`src/rtl/usb3_rx_pkg.sv`:
```
// Purpose: shared state encoding and K-symbol constants for the USB 3.0 RX lock controller.
// Latency: none (package only).
// Backpressure: none (package only).
package usb3_rx_pkg;

   typedef enum logic [2:0] {
      ST_IDLE    = 3'd0,
      ST_HUNT    = 3'd1,
      ST_VERIFY  = 3'd2,
      ST_LOCKED  = 3'd3,
      ST_RECOVER = 3'd4
   } lock_state_e;

   localparam logic [7:0]  K_COM     = 8'hBC;
   localparam logic [7:0]  K_SKP     = 8'h3C;
   localparam logic [31:0] COM_WORD  = {4{K_COM}};
   localparam logic [3:0]  COM_DATAK = 4'hF;

endpackage

```
`src/rtl/usb3_rx_lock_ctrl_err_window.sv`:
```
// Purpose: counts error events inside a free-running window and trips at a threshold.
// Latency: trip is combinational on the error event that reaches the threshold.
// Backpressure: none; clear holds the window at its start and suppresses trip.
//
// Ports:
//   local_clk, reset_n : clock, synchronous active-low reset
//   clear              : hold window counter and error count at zero
//   err_evt            : one error event this cycle
//   trip               : error count reaches ERR_THRESH this cycle
module usb3_err_window #(
   parameter int unsigned ERR_THRESH = 4,
   parameter int unsigned ERR_WINDOW = 256
) (
   input  logic local_clk,
   input  logic reset_n,
   input  logic clear,
   input  logic err_evt,
   output logic trip
);

   localparam int unsigned WW = (ERR_WINDOW > 1) ? $clog2(ERR_WINDOW) : 1;
   localparam logic [WW-1:0] WIN_LAST = '1;
   localparam logic [7:0] THRESH_C = 8'(ERR_THRESH);

   logic [WW-1:0] win_cnt_q, win_cnt_d;
   logic [7:0]    win_errs_q, win_errs_d;

   always_comb begin
      win_cnt_d  = '0;
      win_errs_d = '0;
      if (!clear) begin
         // Window length is a power of two, so the counter wraps on its own.
         win_cnt_d = win_cnt_q + 1'b1;
         // On the wrap cycle the old count is dropped, but an error arriving
         // on that same cycle must not be lost: it seeds the next window.
         if (win_cnt_q == WIN_LAST) begin
            win_errs_d = {7'd0, err_evt};
         end else begin
            win_errs_d = win_errs_q + {7'd0, err_evt};
         end
      end
   end

   assign trip = !clear && err_evt && (win_errs_d == THRESH_C);

   always_ff @(posedge local_clk) begin
      if (!reset_n) begin
         win_cnt_q  <= '0;
         win_errs_q <= '0;
      end else begin
         win_cnt_q  <= win_cnt_d;
         win_errs_q <= win_errs_d;
      end
   end

endmodule

```
`src/rtl/usb3_rx_lock_ctrl.sv`:
```
// Purpose: sequences RX descrambler enable and ordered-set lock from the descrambled word stream.
// Latency: all outputs registered, one cycle after the deciding input sample.
// Backpressure: none; inactive proc_active cycles freeze word counting.
//
// Ports:
//   local_clk, reset_n       : clock, synchronous active-low reset
//   enable, scram_allow      : LTSSM run request, scrambling permitted
//   proc_active/datak/data   : descrambled word stream
//   err_skp_unexpected       : sticky SKP error (rising edge counts once)
//   rx_err                   : per-cycle decode error
//   ds_enable, rx_locked, lock_lost, lock_state, err_count : status outputs
module usb3_rx_lock_ctrl
   import usb3_rx_pkg::*;
#(
   parameter int unsigned LOCK_OS      = 8,
   parameter int unsigned OS_WORDS     = 4,
   parameter int unsigned ERR_THRESH   = 4,
   parameter int unsigned ERR_WINDOW   = 256,
   parameter int unsigned IDLE_TIMEOUT = 1024
) (
   input  logic        local_clk,
   input  logic        reset_n,
   input  logic        enable,
   input  logic        scram_allow,
   input  logic        proc_active,
   input  logic [3:0]  proc_datak,
   input  logic [31:0] proc_data,
   input  logic        err_skp_unexpected,
   input  logic        rx_err,
   output logic        ds_enable,
   output logic        rx_locked,
   output logic        lock_lost,
   output logic [2:0]  lock_state,
   output logic [7:0]  err_count
);

   localparam int unsigned WW = (OS_WORDS > 1) ? $clog2(OS_WORDS) : 1;
   localparam int unsigned IW = $clog2(IDLE_TIMEOUT + 1);
   localparam logic [WW-1:0] WCNT_LAST = WW'(OS_WORDS - 1);
   localparam logic [IW-1:0] IDLE_LIM  = IW'(IDLE_TIMEOUT);
   localparam logic [7:0]    LOCK_OS_C = 8'(LOCK_OS);

   lock_state_e   state_q, state_d;
   logic [WW-1:0] wcnt_q, wcnt_d;
   logic [7:0]    os_cnt_q, os_cnt_d;
   logic [IW-1:0] idle_cnt_q, idle_cnt_d;
   logic [7:0]    err_count_q, err_count_d;
   logic          skp_q;
   logic          ds_enable_q, rx_locked_q, lock_lost_q;
   logic [2:0]    lock_state_q;

   logic com_word, err_evt, win_trip;

   assign com_word = proc_active && (proc_datak == COM_DATAK) && (proc_data == COM_WORD);
   assign err_evt  = rx_err || (err_skp_unexpected && !skp_q);

   usb3_err_window #(
      .ERR_THRESH (ERR_THRESH),
      .ERR_WINDOW (ERR_WINDOW)
   ) u_err_window (
      .local_clk (local_clk),
      .reset_n   (reset_n),
      .clear     (state_q != ST_LOCKED),
      .err_evt   (err_evt),
      .trip      (win_trip)
   );

   always_comb begin
      state_d     = state_q;
      wcnt_d      = wcnt_q;
      os_cnt_d    = os_cnt_q;
      idle_cnt_d  = '0;
      err_count_d = err_count_q;
      if (!enable) begin
         state_d     = ST_IDLE;
         wcnt_d      = '0;
         os_cnt_d    = '0;
         err_count_d = '0;
      end else begin
         case (state_q)
            ST_IDLE: state_d = ST_HUNT;
            ST_HUNT: begin
               if (com_word) begin
                  state_d  = ST_VERIFY;
                  os_cnt_d = 8'd1;
                  wcnt_d   = '0;
               end
            end
            ST_VERIFY: begin
               if (err_evt) begin
                  state_d = ST_HUNT;
               end else if (proc_active) begin
                  if (com_word) begin
                     wcnt_d = '0;
                     if (wcnt_q == WCNT_LAST) begin
                        os_cnt_d = os_cnt_q + 8'd1;
                        if (os_cnt_d == LOCK_OS_C) state_d = ST_LOCKED;
                     end else begin
                        // Early COM: treat it as the first set of a new candidate.
                        os_cnt_d = 8'd1;
                     end
                  end else if (wcnt_q == WCNT_LAST) begin
                     state_d = ST_HUNT;
                  end else begin
                     wcnt_d = wcnt_q + 1'b1;
                  end
               end
            end
            ST_LOCKED: begin
               if (err_evt && (err_count_q != 8'hFF)) err_count_d = err_count_q + 8'd1;
               idle_cnt_d = proc_active ? '0 : idle_cnt_q + 1'b1;
               if (win_trip || (idle_cnt_d == IDLE_LIM)) state_d = ST_RECOVER;
            end
            ST_RECOVER: begin
               state_d  = ST_HUNT;
               wcnt_d   = '0;
               os_cnt_d = '0;
            end
            default: state_d = ST_IDLE;
         endcase
      end
   end

   always_ff @(posedge local_clk) begin
      if (!reset_n) begin
         state_q      <= ST_IDLE;
         wcnt_q       <= '0;
         os_cnt_q     <= '0;
         idle_cnt_q   <= '0;
         err_count_q  <= '0;
         skp_q        <= 1'b0;
         ds_enable_q  <= 1'b0;
         rx_locked_q  <= 1'b0;
         lock_lost_q  <= 1'b0;
         lock_state_q <= 3'd0;
      end else begin
         state_q      <= state_d;
         wcnt_q       <= wcnt_d;
         os_cnt_q     <= os_cnt_d;
         idle_cnt_q   <= idle_cnt_d;
         err_count_q  <= err_count_d;
         skp_q        <= err_skp_unexpected;
         // Decoded from the next state so ds_enable tracks state with no extra lag.
         ds_enable_q  <= enable && scram_allow && (state_d != ST_IDLE) && (state_d != ST_RECOVER);
         rx_locked_q  <= (state_d == ST_LOCKED);
         lock_lost_q  <= (state_d == ST_RECOVER);
         lock_state_q <= state_d;
      end
   end

   assign ds_enable  = ds_enable_q;
   assign rx_locked  = rx_locked_q;
   assign lock_lost  = lock_lost_q;
   assign lock_state = lock_state_q;
   assign err_count  = err_count_q;

endmodule

```
`config.mk`:
```
export PLATFORM = sky130hd
export DESIGN_NAME = usb3_rx_lock_ctrl
export DESIGN_NICKNAME = d
export VERILOG_FILES = /design/src/rtl/usb3_rx_pkg.sv /design/src/rtl/usb3_rx_lock_ctrl_err_window.sv /design/src/rtl/usb3_rx_lock_ctrl.sv
export SDC_FILE = /design/constraint.sdc
export NUM_CORES = 1
export LEC_CHECK = 0
export CORE_MARGIN = 10
export CORE_UTILIZATION = 34
export CTS_CLUSTER_SIZE = 30
export DETAILED_ROUTE_END_ITERATION = 16
export DONT_BUFFER_PORTS = 1
export GPL_ROUTABILITY_DRIVEN = 0
export HOLD_SLACK_MARGIN = 0.15
export PLACE_DENSITY = 0.5
export SLEW_MARGIN = 25
export SYNTH_ARGS = -nofsm -noshare
export SYNTH_HDL_FRONTEND = slang
export SYNTH_SLANG_ARGS = --single-unit
```
`constraint.sdc`:
```
create_clock -name local_clk -period 2.77 [get_ports local_clk]
set_input_delay 0.554 -clock local_clk [delete_from_list [all_inputs] [get_ports local_clk]]
set_output_delay 0.554 -clock local_clk [all_outputs]
set_load 0.02 [all_outputs]
```
==> qor.yml <==
outcome: "complete, no violations"
holdWs_ns: 0.362
synth_ff_type: "dfxtp_1"
synth-seq-cells: 52
maxSlewViolCount: 0
die-height_um: 109
cts-root-buf: "clkbuf_8"
start_util_pct: 34.7
holdCritPathClass: "in2reg"
grt_antenna_before_repair: 0
ctsLongestPathBuffers: 2
worstSetupPathType: "reg2reg"
ys_seq_area_share_pct: 39.1
drt-initial-drc-count: 55
ys_warn_count: 0
slew_headroom_pct: 57.7
worst_pin_slew_ns: 0.635
grt_pass1_wl_um: 10500
crit_path_max_incr_delay_ns: 0.44
crit_path_end_kind: "flip-flop"
synthArstFlopShare_pct: 0
vdd_ir_drop_max_v: 0.000281
r2r_cells: 7
via_per_inst: 5.18
max_cap_viol_count: 0
swShare_pct: 20.6
cp.arrival_ns: 2.42
first_global_vias: 2142
routedWlPerCell_um: 15.3
drcViolationCount: 0
syn2layout_area_growth_pct: 8.83
post_cts_buffers: 0
rows: 32
drt_wl_total_um: 6390
clock_sink_count: 52
p_sw_mw: 0.268
syn_inst: 314
finalSetupTns_ns: 0
synth_fp_nets: 364
start_kind: "flip-flop"
final_util_pct: 37.7
cts_buffers: 5
fin_crit_ns: 2.24
fin_crit_sh_pct: 81.0
rsz0062_at_grt: "no"
grtUsageTotal_pct: 10.9
core_area_mm2: 0.00769
antenna_cells: 0
synth-edff-count: 0
crit_slowest_cell: "nor4_1"
ios: 57
cts-htree-levels: 2
postCtsHoldBufs: 0
io_buffers: 0
crit_fanout: 7
ant_nets: 0
clk_latency_ns: 0.31
clkTransAtPathRegs_ns: 0.09
skew_ns: 0.00958
fmax_mhz: 445
synth_cell_types: 53
cp.required_ns: 2.94
overflow: 0
synth.avg_cell_area_um2: 8.48
cts_tree: "done"
vias: 2165
firstDrtPassIters: 4
dieArea_mm2: 0.0118
nets: 365
cellLeakagePower_nw: 0.974
crit_chain: "ha_1 > and3_1 > nand4_1 > xor2_1 > nor4_1 > a41o_1 > o22ai_1"
cts_resized: 0
finalHoldViolations: 0
synth_area_mm2: 0.00266
powerDensity_mw_per_mm2: 448
power_frac_comb_pct: 2.6
p_int_mw: 1.03
p_clk_share_pct: 39.5
mostFrequentLayoutCell: "dfxtp_1"
grt_max_degree: 16
setup-violations-final: 0
die_w_um: 109
whs_path_depth: 1
drive_above_1_share_pct: 6.01
final_cell_mix: "52 x dfxtp_1, 49 x nor2_1, 24 x nand2_1"
seqPwrFrac_pct: 57.9
dp_hpwl_um: 4930
## Yosys cell counts, types with 2 or more instances
cell type / instances / area [um^2]
clkbuf_1: 12 / 45.0
xor2_1: 21 / 184
nor4bb_1: 3 / 30.0
a211o_1: 3 / 26.3
o21ai_0: 4 / 20.0
dfxtp_1: 52 / 1040
nor3_1: 6 / 30.0
a21oi_1: 9 / 45.0
and4_1: 4 / 35.0
nor2_1: 49 / 184
nand3b_1: 3 / 22.5
a32o_1: 3 / 30.0
and2_1: 4 / 25.0
a31oi_1: 2 / 12.5
o21ai_1: 3 / 15.0
nand4_1: 11 / 68.8
xnor2_1: 11 / 96.3
nor2b_1: 3 / 18.8
nor4_1: 5 / 31.3
nand4b_1: 3 / 26.3
nand3_1: 23 / 115
or3_1: 2 / 12.5
mux2i_1: 3 / 30.0
nand2_1: 24 / 90.1
nor3b_1: 3 / 22.5
o22ai_1: 2 / 12.5
ha_1: 7 / 87.6
and3_1: 10 / 62.6
inv_1: 3 / 11.3
nand2b_1: 3 / 18.8
## per-layer routing
metal  vias to the layer above  track usage, %  share of wire, %
met5                         -               0                 0
met4                         0            3.48               1.7
met3                        10            4.05               6.3
met2                        29            17.2                45
met1                       992            13.5                47
li1                       1134               -                 -
## sequential cells by signal (all words and copies together), names as in the netlist
signal,flops
idle_cnt_q,11
err_count,8
os_cnt_q,8
u_err_window.win_cnt_q,8
u_err_window.win_errs_q,8
lock_state,3
wcnt_q,2
ds_enable,1
lock_lost,1
rx_locked,1
skp_q,1
## power by group through the flow
| stage | registers, mW | logic, mW | clock network (mW) |
|---|---|---|---|
| after global routing | 0.753 | 0.0372 | 0.563 |
| after detailed placement | 0.770 | 0.0338 | 0 |
| final | 0.752 | 0.0332 | 0.513 |
| after global placement | 0.770 | 0.0336 | 0 |
| after CTS | 0.752 | 0.0338 | 0.533 |
| after floorplan | 0.769 | 0.0244 | 0 |
## final cells by class
type	instances	area (um^2)
fill	820	4790
multi-input combinational	247	1570
sequential	52	1040
tap	102	128
clock buffer	6	72.6
timing repair buffer	6	45.0
clock inverter	2	35.0
inverter	3	11.3
## worst max-delay path, delay by kind of cell, from the launching register on
kind                     cells  cell delay, ns
adder cells (fa/ha/maj)      1            0.33
AO/OA/AOI/OAI                2            0.40
XOR/XNOR                     1            0.19
flip-flops                   1            0.42
AND/OR/NAND/NOR              3            0.78
## cells by family (layout without fill, tap and decap cells)
family,after synthesis,after routing,synth area share (%)
AO/OA/AOI/OAI,43,43,11.9
XOR/XNOR,32,32,10.5
adder cells (fa/ha/maj),8,8,3.66
buffers and inverters,15,17,2.11
flip-flops,52,52,39.1
multiplexers,3,3,1.13
AND/OR/NAND/NOR,161,161,31.6
## worst paths after layout
check | end | slack, ns | from
worst max-delay path | lock_state[0] | 0.53 | idle_cnt_q[0]
worst min-delay path | skp_q | 0.36 | err_skp_unexpected
worst max register to register | lock_state[0] | 0.53 | idle_cnt_q[0]
worst min register to register | u_err_window.win_cnt_q[0] | 0.48 | u_err_window.win_cnt_q[0]
## metrics by stage
stage / power (mW) / area (um^2) / std cells / setup slack [ns]
2_1_floorplan: 0.793 / 2660 / 314 / 0.349
3_3_place_gp: 0.803 / 2790 / 410 / 0.246
3_5_place_dp: 0.804 / 2790 / 410 / 0.230
4_1_cts: 1.32 / 2900 / 418 / 0.494
5_1_grt: 1.35 / 2900 / 418 / 0.269
6_report: 1.30 / 2900 / 418 / 0.525
Power figures use the tool's default switching activity.
